File: config.mk
export PLATFORM = sky130hd
export DESIGN_NAME = keypad_scanner
export DESIGN_NICKNAME = d
export VERILOG_FILES = /design/src/rtl/keypad_scanner.sv
export SDC_FILE = /design/constraint.sdc
export NUM_CORES = 1
export LEC_CHECK = 0
export ABC_AREA = 1
export CAP_MARGIN = 20
export CORE_MARGIN = 2
export CORE_UTILIZATION = 45
export DETAILED_ROUTE_END_ITERATION = 10
export PLACE_DENSITY = 0.67
export SLEW_MARGIN = 20
export SYNTH_ARGS = -nofsm -noshare
export SYNTH_HDL_FRONTEND = slang
export SYNTH_SLANG_ARGS = --single-unit
export TNS_END_PERCENT = 1
File: constraint.sdc
create_clock -name clk -period 1.35 [get_ports clk]
set_input_delay 0.2025 -clock clk [delete_from_list [all_inputs] [get_ports clk]]
set_output_delay 0.2025 -clock clk [all_outputs]
set_load 0.01 [all_outputs]
File: src/rtl/keypad_scanner.sv
// 4x4 matrix keypad scanner: strobes COL, senses ROW, debounces and reports a hex key code.
// Optional auto-repeat of key_valid while a key is held: define KEYPAD_REPEAT_EN.
module keypad_scanner #(
    parameter int SETTLE_CYCLES       = 1000,
    parameter int DEBOUNCE_CYCLES     = 1000000,
    parameter int REPEAT_DELAY_CYCLES = 50000000,
    parameter int REPEAT_RATE_CYCLES  = 10000000
) (
    input  logic       clk,
    input  logic       rst_n,
    output logic [3:0] COL,
    input  logic [3:0] ROW,
    output logic [3:0] key_code,
    output logic       key_valid,
    output logic       key_down
);

    localparam int CNT_MAX = (SETTLE_CYCLES > DEBOUNCE_CYCLES) ? SETTLE_CYCLES : DEBOUNCE_CYCLES;
    localparam int CNT_W   = $clog2(CNT_MAX);
    localparam logic [CNT_W-1:0] SETTLE_LAST   = CNT_W'(SETTLE_CYCLES - 1);
    localparam logic [CNT_W-1:0] DEBOUNCE_LAST = CNT_W'(DEBOUNCE_CYCLES - 1);

    typedef enum logic [1:0] {
        SCAN     = 2'd0,
        DEBOUNCE = 2'd1,
        PRESSED  = 2'd2
    } state_t;

    state_t           r_state;
    state_t           w_nextState;
    logic [3:0]       r_rowMeta;
    logic [3:0]       r_rowSync;
    logic [1:0]       r_col;
    logic [1:0]       w_nextCol;
    logic [1:0]       r_row;
    logic [1:0]       w_nextRow;
    logic [1:0]       w_lowRow;
    logic [CNT_W-1:0] r_cnt;
    logic [CNT_W-1:0] w_nextCnt;
    logic [3:0]       r_keyCode;
    logic             r_keyValid;
    logic             r_keyDown;
    logic             w_accept;
    logic             w_repeatPulse;
    logic             w_candLow;
    logic             w_anyLow;
    logic [3:0]       w_keyMapped;

    function automatic logic [3:0] keyMap(input logic [1:0] col, input logic [1:0] row);
        logic [3:0] code;
        case ({col, row})
            4'b00_00: code = 4'h1;
            4'b00_01: code = 4'h4;
            4'b00_10: code = 4'h7;
            4'b00_11: code = 4'h0;
            4'b01_00: code = 4'h2;
            4'b01_01: code = 4'h5;
            4'b01_10: code = 4'h8;
            4'b01_11: code = 4'hF;
            4'b10_00: code = 4'h3;
            4'b10_01: code = 4'h6;
            4'b10_10: code = 4'h9;
            4'b10_11: code = 4'hE;
            4'b11_00: code = 4'hA;
            4'b11_01: code = 4'hB;
            4'b11_10: code = 4'hC;
            default:  code = 4'hD;
        endcase
        return code;
    endfunction

    // ROW is asynchronous to clk; the synchronizer idles high like the pulled-up lines.
    always_ff @(posedge clk or negedge rst_n) begin
        if (!rst_n) begin
            r_rowMeta <= 4'hF;
            r_rowSync <= 4'hF;
        end else begin
            r_rowMeta <= ROW;
            r_rowSync <= r_rowMeta;
        end
    end

    assign w_candLow   = ~r_rowSync[r_row];
    assign w_anyLow    = ~&r_rowSync;
    assign w_keyMapped = keyMap(r_col, r_row);

    always_comb begin
        w_lowRow = 2'd3;
        if (!r_rowSync[2]) w_lowRow = 2'd2;
        if (!r_rowSync[1]) w_lowRow = 2'd1;
        if (!r_rowSync[0]) w_lowRow = 2'd0;
    end

    // One counter serves as settle timer, press debouncer and release debouncer in turn.
    always_comb begin
        w_nextState = r_state;
        w_nextCol   = r_col;
        w_nextRow   = r_row;
        w_nextCnt   = r_cnt;
        w_accept    = 1'b0;
        case (r_state)
            SCAN: begin
                if (r_cnt == SETTLE_LAST) begin
                    w_nextCnt = '0;
                    if (w_anyLow) begin
                        w_nextRow   = w_lowRow;
                        w_nextState = DEBOUNCE;
                    end else begin
                        w_nextCol = r_col + 2'd1;
                    end
                end else begin
                    w_nextCnt = r_cnt + 1'b1;
                end
            end
            DEBOUNCE: begin
                if (!w_candLow) begin
                    w_nextState = SCAN;
                    w_nextCnt   = '0;
                    w_nextCol   = r_col + 2'd1;
                end else if (r_cnt == DEBOUNCE_LAST) begin
                    w_nextState = PRESSED;
                    w_nextCnt   = '0;
                    w_accept    = 1'b1;
                end else begin
                    w_nextCnt = r_cnt + 1'b1;
                end
            end
            PRESSED: begin
                if (w_candLow) begin
                    w_nextCnt = '0;
                end else if (r_cnt == DEBOUNCE_LAST) begin
                    w_nextState = SCAN;
                    w_nextCnt   = '0;
                    w_nextCol   = r_col + 2'd1;
                end else begin
                    w_nextCnt = r_cnt + 1'b1;
                end
            end
            default: begin
                w_nextState = SCAN;
                w_nextCnt   = '0;
            end
        endcase
    end

    always_ff @(posedge clk or negedge rst_n) begin
        if (!rst_n) begin
            r_state    <= SCAN;
            r_col      <= 2'd0;
            r_row      <= 2'd0;
            r_cnt      <= '0;
            r_keyCode  <= 4'h0;
            r_keyValid <= 1'b0;
            r_keyDown  <= 1'b0;
        end else begin
            r_state    <= w_nextState;
            r_col      <= w_nextCol;
            r_row      <= w_nextRow;
            r_cnt      <= w_nextCnt;
            r_keyValid <= w_accept | w_repeatPulse;
            r_keyDown  <= (w_nextState == PRESSED);
            if (w_accept) begin
                r_keyCode <= w_keyMapped;
            end
        end
    end

`ifdef KEYPAD_REPEAT_EN
    localparam int REP_MAX = (REPEAT_DELAY_CYCLES > REPEAT_RATE_CYCLES) ? REPEAT_DELAY_CYCLES : REPEAT_RATE_CYCLES;
    localparam int REP_W   = $clog2(REP_MAX);
    localparam logic [REP_W-1:0] DELAY_LAST = REP_W'(REPEAT_DELAY_CYCLES - 1);
    localparam logic [REP_W-1:0] RATE_LAST  = REP_W'(REPEAT_RATE_CYCLES - 1);

    logic [REP_W-1:0] r_repCnt;
    logic [REP_W-1:0] w_nextRepCnt;
    logic             r_repArmed;
    logic             w_nextRepArmed;

    // The repeat counter only advances on clocks the row reads low, so a bounce pauses it.
    always_comb begin
        w_repeatPulse  = 1'b0;
        w_nextRepCnt   = r_repCnt;
        w_nextRepArmed = r_repArmed;
        if (r_state != PRESSED) begin
            w_nextRepCnt   = '0;
            w_nextRepArmed = 1'b0;
        end else if (w_candLow) begin
            if (!r_repArmed) begin
                if (r_repCnt == DELAY_LAST) begin
                    w_repeatPulse  = 1'b1;
                    w_nextRepCnt   = '0;
                    w_nextRepArmed = 1'b1;
                end else begin
                    w_nextRepCnt = r_repCnt + 1'b1;
                end
            end else if (r_repCnt == RATE_LAST) begin
                w_repeatPulse = 1'b1;
                w_nextRepCnt  = '0;
            end else begin
                w_nextRepCnt = r_repCnt + 1'b1;
            end
        end
    end

    always_ff @(posedge clk or negedge rst_n) begin
        if (!rst_n) begin
            r_repCnt   <= '0;
            r_repArmed <= 1'b0;
        end else begin
            r_repCnt   <= w_nextRepCnt;
            r_repArmed <= w_nextRepArmed;
        end
    end
`else
    logic w_unusedRepeat;
    assign w_unusedRepeat = ^{REPEAT_DELAY_CYCLES, REPEAT_RATE_CYCLES};
    assign w_repeatPulse  = 1'b0;
`endif

    assign COL       = ~(4'b0001 << r_col);
    assign key_code  = r_keyCode;
    assign key_valid = r_keyValid;
    assign key_down  = r_keyDown;

endmodule

==> flow_metrics.tcl <==
set metrics [dict create \
    outcome "finished with violations" \
    violations "setup timing" \
    antenna_found_initial 0 \
    slowest_delay_ps 550 \
    worstMarginPinSlew_ps 399.6 \
    grt-busiest-layer "met2" \
    synth_area_per_cell_sq_um 8.605 \
    clock_latency_ps 300 \
    relSlewSlack 0.7336 \
    p_total_mw 2.273 \
    fin_crit_sh 1.082 \
    syn_nets 282 \
    io_pins 16 \
    grt.met3_usage 0.04630 \
    cts_sinks 40 \
    synth-seq-cells 40 \
    num-fill-cells 445 \
    drc_errors 0 \
    power_density_mw_per_mm2 728.2 \
    cts_tree "built" \
    fmax_mhz 684.8 \
    hold_viol 0 \
    viasPerCell 4.667 \
    critPathSlowestCell "dfstp_2" \
    fin_nets 356 \
    rows 26 \
    antenna_left 0 \
    rsz0062_at_grt "yes" \
    fp.dieH_microns 75.72 \
    gp_congestion 0.8784 \
    synth_flop_cell "dfrtp_1" \
    setup_violations 31 \
    yosysSeqAreaShare 0.4368 \
    worstSetupPathType "reg -> reg" \
    crit_top_cell "nand2_4" \
    grt_use_total 0.1966 \
    clkTransAtPathRegs_ps 80 \
    cp_cell_sequence "nand2_2 -> nand3_2 -> nand2_4 -> nand2_4 -> inv_4 -> o21ai_4 -> nand2_4 -> nand2_1 -> inv_1" \
    grt_pass1_wl_mm 8.569 \
    drive_above_1_share 0.4041 \
    grt_start_max_net_pins 20 \
    area_growth_pct 34.86 \
    dieArea_sq_mm 0.005734 \
    fin_skew_ps 7.526 \
    worstPathArrival_ps 1650 \
    instances_no_fill 414 \
    die_x_microns 75.72 \
    final_util 0.6191 \
    vias 1932 \
    syn_inst 269 \
    hpwl_mm 3.636 \
    hp-class "in -> reg" \
    grt_pass1_vias 1944 \
    start_util 0.4591 \
    diodes 0 \
    grt_remaining_overflow 0 \
    leakage_nw 1.586 \
    drt-pass1-iter-count 4 \
    synth_edf_count 0 \
    routedWlPerCell_microns 11.70 \
    required_ps 1540 \
    numCtsBuffers 5 \
    htreeDepth 2 \
    clockBufferDepth 2 \
    drt-initial-drc-count 92 \
    maxSlewViolCount 0 \
    core_area_sq_mm 0.005042 \
    drt_wl_total_mm 4.845 \
    clock-root-buffer "clkbuf_8" \
    finalCriticalPeriod_ps 1460 \
    peakVddDrop_v 0.0004809 \
    synthArstFlopShare 1.000 \
    endpoint_kind "register" \
    syn-cell-area_sq_mm 0.002315 \
    start_kind "register" \
    io_buffers 15 \
    met1_usage 0.2542 \
    ys_warn_count 0 \
    max_cap_viol_count 0 \
    gr-usage-met2 0.3227 \
    setup_slack_ps -110.3 \
    crit_fanout 10 \
    place_inst 400 \
    ys_types 34 \
]
==> timing repair <==
item	CTS	global route
hold endpoints to repair	13	0
setup buffers	5	0
pin swaps	4	13
setup endpoints to repair	38	35
hold buffers	1	0
resized for setup	33	21
gates cloned	0	0
==> final cells by class <==
| cell class | instances | area [sq um] | area share |
|---|---|---|---|
| clock inverters | 3 | 42.54 | 0.01363 |
| well taps | 70 | 87.58 | 0.02806 |
| flip-flops and latches | 40 | 1017 | 0.3259 |
| multi-input cells | 186 | 1176 | 0.3768 |
| inverters | 40 | 157.7 | 0.05050 |
| repair buffers | 70 | 571.8 | 0.1832 |
| clock buffers | 5 | 68.82 | 0.02204 |
==> cell usage after synthesis (all sizes together) (3+ instances only) <==
cell,n,share of area
inv,40,0.065
nand4,8,0.022
nor3,3,0.0065
buf,3,0.020
nor2,39,0.082
nand2,66,0.12
xor2,13,0.049
dfrtp,32,0.35
dfstp,8,0.091
xnor2,3,0.011
nand3,17,0.052
ha,7,0.038
a21oi,11,0.038
o21ai,10,0.026
==> kinds of logic after synthesis <==
group                    count (synthesis)  synth area share
AND/OR/NAND/NOR                        136            0.2946
buffers and inverters                   43           0.08486
flip-flops                              40            0.4368
AO/OA/AOI/OAI                           27           0.08541
XOR/XNOR                                16           0.06054
adder cells (fa/ha/maj)                  7           0.03784
==> report_power, final <==
part / switching, mW / leakage, nW / internal (mW) / total [mW]
clock network: 0.438 / 0.0541 / 0.547 / 0.985
logic: 0.0367 / 1.02 / 0.0258 / 0.0625
registers: 0.00664 / 0.509 / 1.22 / 1.23
total: 0.482 / 1.59 / 1.79 / 2.27
==> cells in the final DEF, fill, tap and decap left out, types with 2 or more instances in the layout <==
| master | n |
|---|---|
| inv_4 | 3 |
| nor2_4 | 6 |
| nor2_1 | 27 |
| nand2_2 | 11 |
| nor2_2 | 6 |
| xnor2_1 | 3 |
| dfrtp_2 | 5 |
| ha_1 | 5 |
| inv_2 | 4 |
| buf_12 | 2 |
| a21oi_1 | 2 |
| nand4_1 | 8 |
| buf_2 | 4 |
| o21ai_0 | 2 |
| nand2_1 | 50 |
| buf_4 | 50 |
| nor3_1 | 3 |
| xor2_1 | 13 |
| buf_6 | 3 |
| inv_1 | 33 |
| nand3_2 | 8 |
| nand3_1 | 9 |
| dlygate4sd2_1 | 6 |
| a21oi_2 | 9 |
| dfstp_2 | 8 |
| nand2_4 | 5 |
| clkbuf_8 | 5 |
| dfrtp_1 | 27 |
| clkdlybuf4s50_1 | 4 |
| o21ai_1 | 6 |
==> flip-flops by register name (all words and copies together) (netlist names), 2 cells and up <==
| signal | count |
|---|---|
| r_rowSync | 4 |
| r_col | 2 |
| r_row | 2 |
| r_cnt | 20 |
| r_state | 2 |
| key_code | 4 |
| r_rowMeta | 4 |
==> metrics by stage <==
stage	setup TNS [ps]	hold slack (ps)	setup WS [ps]	instance area, sq um
final	-2295	301.3	-110.3	3122
after floorplan	-233.2	-93.09	-21.80	2335
after CTS	-2376	294.0	-104.6	3065
after detailed placement	-2614	161.6	-172.6	2914
after global placement	-2147	155.3	-134.8	2914
after global routing	-5072	303.7	-211.0	3122
==> layer usage <==
metal | up-vias | part of all wire
met3 | 10 | 0.027
met5 | - | 0
met4 | 0 | 0.020
met1 | 904 | 0.47
met2 | 29 | 0.49
li1 | 989 | -
==> critical path: cells and delay by family (launching register included) <==
kind	cells	cell delay, ps
AOI/OAI and AO/OA	1	180
buffers and inverters	2	90
DFF	1	550
and+or+nand+nor	6	540
==> final timing paths <==
check	from	to	slack [ps]	cells after the start
max	r_rowSync[3]$_DFF_PN1_	r_cnt[6]$_DFF_PN0_	-110	9
min	ROW[2]	r_rowMeta[2]$_DFF_PN1_	300	1
max reg2reg	r_rowSync[3]$_DFF_PN1_	r_cnt[6]$_DFF_PN0_	-110	9
min reg2reg	r_rowMeta[1]$_DFF_PN1_	r_rowSync[1]$_DFF_PN1_	360	0
max in group asynchronous	rst_n	r_col[1]$_DFFE_PN0P_	430	3
min in group asynchronous	rst_n	r_cnt[4]$_DFF_PN0_	360	2
Note: power is estimated with default switching activity, not from simulation.
